### src/rtl/model_clock_sequencer.sv
// rtl/model_clock_sequencer.sv - programmable 50%-duty model clock with run/pause/step/burst modes
// Divided clock, rising-edge tick and edge counter; all outputs registered.
module model_clock_sequencer #(
  parameter int unsigned        DIV_W       = 28,
  parameter logic [DIV_W-1:0]   DEFAULT_DIV = DIV_W'(33554431),
  parameter int unsigned        BURST_W     = 8,
  parameter int unsigned        CNT_W       = 16
) (
  input  logic               clk,
  input  logic               rst,
  input  logic [DIV_W-1:0]   cfg_div,
  input  logic               cfg_load,
  input  logic [1:0]         mode,
  input  logic               step,
  input  logic [BURST_W-1:0] burst_len,
  output logic               clk_out,
  output logic               tick,
  output logic               busy,
  output logic [CNT_W-1:0]   edge_count
);

  localparam logic [1:0] MODE_RUN   = 2'b00;
  localparam logic [1:0] MODE_PAUSE = 2'b01;
  localparam logic [1:0] MODE_STEP  = 2'b10;

  logic [DIV_W-1:0]   div_q, div_d;
  logic [DIV_W-1:0]   cnt_q, cnt_d;
  logic               clk_out_q, clk_out_d;
  logic               tick_q, tick_d;
  logic               busy_q, busy_d;
  logic [CNT_W-1:0]   edge_count_q, edge_count_d;
  logic [BURST_W-1:0] rem_q, rem_d;
  logic [1:0]         prev_mode_q, prev_mode_d;

  logic mode_chg;
  logic seq_mode;
  logic cnt_en;
  logic start;

  always_ff @(posedge clk) begin
    if (rst) begin
      div_q        <= DEFAULT_DIV;
      cnt_q        <= '0;
      clk_out_q    <= 1'b0;
      tick_q       <= 1'b0;
      busy_q       <= 1'b0;
      edge_count_q <= '0;
      rem_q        <= '0;
      prev_mode_q  <= MODE_RUN;
    end else begin
      div_q        <= div_d;
      cnt_q        <= cnt_d;
      clk_out_q    <= clk_out_d;
      tick_q       <= tick_d;
      busy_q       <= busy_d;
      edge_count_q <= edge_count_d;
      rem_q        <= rem_d;
      prev_mode_q  <= prev_mode_d;
    end
  end

  always_comb begin
    mode_chg = (mode != prev_mode_q);
    seq_mode = mode[1];
    cnt_en   = 1'b0;
    unique case (mode)
      MODE_RUN:   cnt_en = 1'b1;
      MODE_PAUSE: cnt_en = 1'b0;
      // Sequence modes count while a sequence runs or while finishing a high phase.
      default:    cnt_en = clk_out_q | (busy_q & ~mode_chg);
    endcase
    start = seq_mode & ~mode_chg & step & ~busy_q & ~clk_out_q &
            ((mode == MODE_STEP) | (burst_len != '0));
  end

  always_comb begin
    div_d        = div_q;
    cnt_d        = cnt_q;
    clk_out_d    = clk_out_q;
    tick_d       = 1'b0;
    busy_d       = busy_q;
    edge_count_d = edge_count_q;
    rem_d        = rem_q;
    prev_mode_d  = mode;

    if (mode_chg) begin
      rem_d  = '0;
      busy_d = 1'b0;
    end

    if (cfg_load) begin
      div_d = cfg_div;
      cnt_d = '0;
    end else if (cnt_en) begin
      if (cnt_q == div_q) begin
        cnt_d     = '0;
        clk_out_d = ~clk_out_q;
        if (!clk_out_q) begin
          tick_d       = 1'b1;
          edge_count_d = edge_count_q + CNT_W'(1);
        end else if (seq_mode && busy_q && !mode_chg) begin
          if (rem_q <= BURST_W'(1)) begin
            busy_d = 1'b0;
            rem_d  = '0;
          end else begin
            rem_d = rem_q - BURST_W'(1);
          end
        end
      end else begin
        cnt_d = cnt_q + DIV_W'(1);
      end
    end else if (seq_mode && mode_chg) begin
      cnt_d = '0;
    end

    // A single step is a burst of one period.
    if (start) begin
      busy_d = 1'b1;
      cnt_d  = '0;
      rem_d  = (mode == MODE_STEP) ? BURST_W'(1) : burst_len;
    end
  end

  assign clk_out    = clk_out_q;
  assign tick       = tick_q;
  assign busy       = busy_q;
  assign edge_count = edge_count_q;

endmodule
### config.mk
export PLATFORM = sky130hd
export DESIGN_NAME = model_clock_sequencer
export DESIGN_NICKNAME = d
export VERILOG_FILES = /design/src/rtl/model_clock_sequencer.sv
export SDC_FILE = /design/constraint.sdc
export NUM_CORES = 1
export LEC_CHECK = 0
export CAP_MARGIN = 30
export CORE_ASPECT_RATIO = 0.75
export CORE_UTILIZATION = 40
export CTS_CLUSTER_DIAMETER = 100
export DETAILED_ROUTE_END_ITERATION = 12
export GPL_TIMING_DRIVEN = 0
export HOLD_SLACK_MARGIN = 0.02
export RECOVER_POWER = 50
export SLEW_MARGIN = 0
export SYNTH_ARGS = -nofsm -noshare
export SYNTH_HDL_FRONTEND = slang
export SYNTH_SLANG_ARGS = --single-unit
### constraint.sdc
create_clock -name clk -period 2.6 [get_ports clk]
set_clock_uncertainty 0.05 [all_clocks]
set_input_delay 0.52 -clock clk [delete_from_list [all_inputs] [get_ports clk]]
set_output_delay 0.52 -clock clk [all_outputs]
set_load 0.1 [all_outputs]
==> summary.txt <==
Pwr
  • Worst VDD drop: 0.307 mV
  • PD cells: 500 nW/µm²
  • Leak: 2.27 nW
  • Total power: 2.88 mW

Final layout
  • Commonest non-fill, non-tap cell in the layout: dfxtp_1
  • Commonest non-fill, non-tap cells in the layout: dfxtp_1 (85), nand2_1 (78), clkdlybuf4s50_1 (51)
  • Layout cells sized above 1: 10.6%
  • Area grow syn2layout: 27.7%
  • N_diodes: 0
  • Finished Layout Cells: 771
  • Nets: 672

Setup path
  • Slowest-stage cell, CP: clkdlybuf4s50_1
  • Critical Path Fanout Max: 6
  • Worst setup SP type: flip-flop
  • CP required: 2.03 ns
  • Ordered list of cells on the worst path: clkdlybuf4s50_1
  • Critical Path Max Stage Delay: 1.18 ns
  • Critical setup path kind: reg2out
  • Critical Path AT: 1.97 ns
  • WP buf/inv: 1
  • CP top delay family: buffers and inverters
  • CP endpoint kind: output port

Clock tree
  • # H-tree levels: 3
  • CTS buffer count: 9
  • # hold bufs at CTS: 0
  • Worst-path clk slew: 0.07 ns
  • Worst-skew pair later-pin latency: 0.35 ns
  • Bufs on Longest Clock Path: 2
  • CTS root buf: clkbuf_16
  • Clock sinks: 85
  • CTS tree: done

Yosys
  • Synth Area in Simple Gates: 28.2%
  • Largest family of logic cells by synthesized area: simple AND/OR/NAND/NOR gates
  • Compound-Gate Fraction of Synth Area: 13.8%
  • Primary FF master, synth: dfxtp_1
  • Post-synthesis mux area share: 8.04%
  • Yosys cell types: 57
  • Synth Cell Area: 4510 µm²
  • Post-synthesis adder-cell area fraction: 1.11%
  • Post-synthesis area per instance: 8.31 µm²
  • #FFs+latches synth: 85
  • Register area share after synthesis: 37.7%
  • Async set-or-reset flop fraction in the synthesized netlist: 0%
  • Synth Instances: 543
  • Syn nets: 589
  • EDFF count, synth: 0
  • YS warnings: 0
  • XOR/XNOR share of the synthesized area: 6.60%

Floorplanning
  • Die Span Y: 94.0 µm
  • Standard-cell row count: 33
  • Starting Density: 41.2%
  • Core region area: 10900 µm²
  • IO Pins: 61
  • Die area: 11700 µm²
  • Die width: 125 µm

Placement
  • Placer Congestion: 0.819
  • Placed cell count: 742
  • I/O Buffers: 59
  • DP HPWL: 9020 µm

Global route
  • Vias in the first global route: 3878
  • Initial antenna violation count: 0
  • Grt ovf: 0
  • Total GRT Usage: 21.3%
  • Global-route wire length before repair: 19600 µm
  • Largest net degree at the start of global routing: 18

Min path
  • Hold Path Class: in2reg

Timing
  • Max_slew headroom: 34.3%
  • Min cycle time layout: 2.54 ns
  • Final Hold Vio Count: 0
  • Fin crit share: 97.8%
  • Final setup vio count: 0
  • RSZ-0062 raised after global routing: false
  • Setup_tns: 0 ns
  • Hold WS: 0.389 ns
  • Slew Viols, Final: 0
  • FMAX: 393 MHz
  • Worst-margin pin slew: 0.982 ns

Route
  • Vias per cell: 5.47
  • Final wirelength: 12300 µm
  • Routed via count: 4218
  • Remaining DRCs: 0
  • Wire length per cell: 16.0 µm
  • Initial DRC Count: 271
  • Drt pass-1 iters: 5
  • Post-route ant nets: 0

Run status
  • Status: completed

Job
  • Max_cap viols: 0
sequential cells by signal, indices dropped and copies added, names as in the netlist:
signal,cells
cnt_q,28
clk_out,1
prev_mode_q,2
rem_q,8
tick,1
busy,1
edge_count,16
div_q,28
final timing paths:
path                start  endpoint  slack [ns]  depth (start not counted)
min          burst_len[6]  rem_q[6]        0.39                          3
max                  busy      busy        0.06                          1
min reg2reg      rem_q[7]  rem_q[7]        0.42                          2
max reg2reg      cnt_q[2]  cnt_q[9]        0.10                         10
power by group:
| part | internal [mW] | switching (mW) | total [mW] |
|---|---|---|---|
| clock | 0.672 | 0.600 | 1.27 |
| combinational | 0.127 | 0.127 | 0.254 |
| sequential | 1.33 | 0.0259 | 1.36 |
cell families (layout without fill, tap and decap cells):
kind of cell    after synthesis  in the layout
compound gates               94             94
xor+xnor                     34             34
mux                          36             36
buf+inv                      50            138
fa+ha+maj                     4              4
flops                        85             85
simple gates                240            240
layer usage:
metal / wire length, µm / track usage [%]
met5: 0 / 0
met2: 5210 / 32.3
met1: 6300 / 30.0
met4: 134 / 5.62
met3: 702 / 5.07
through the flow:
step / cell area [µm²] / utilization (%) / setup slack, ns
floorplan: 4510 / - / 0.0692
global placement: 5280 / 48.2 / -0.535
detailed placement: 5280 / 48.2 / -0.548
CTS: 5620 / 51.3 / -0.0266
global route: 5760 / 52.7 / 0.00590
finish: 5760 / 52.7 / 0.0582
synthesized netlist by cell type (all sizes together) (5+ instances only):
library cell / count / area (µm²)
mux2i: 34 / 340
xor2: 31 / 272
and3: 13 / 81.3
a21o: 10 / 75.1
dfxtp: 85 / 1700
clkbuf: 5 / 18.8
nor2b: 6 / 37.5
or3: 12 / 75.1
nand2b: 6 / 37.5
or2: 6 / 37.5
nand3: 35 / 175
o21ai: 23 / 115
nand2: 78 / 293
nand4: 11 / 75.1
and2: 5 / 31.3
buf: 19 / 88.8
inv: 25 / 93.8
nor3: 11 / 55.1
a21oi: 28 / 140
nor4: 20 / 180
nor2: 27 / 104
timing repair:
item / CTS / global route
cloned: 0 / 2
buffers inserted: 2 / 9
endpoints found under the setup margin: 26 / 38
pin swaps: 1 / 8
gates resized for setup: 11 / 19
layout make-up:
| cell class | instances | area (µm²) |
|---|---|---|
| clock buffer | 9 | 225 |
| fill | 1044 | 5180 |
| buffer | 24 | 138 |
| clock inverter | 7 | 62.6 |
| tap | 140 | 175 |
| timing repair buffer | 72 | 724 |
| sequential | 85 | 1700 |
| inverter | 26 | 97.6 |
| multi-input combinational | 408 | 2640 |
tightest hold or removal path, cell delays in order:
cell and delay, ns:
dlymetal6s2s_1 0.10, nand2_1 0.07, nand3_1 0.06
(Power assumes the default switching activity.)
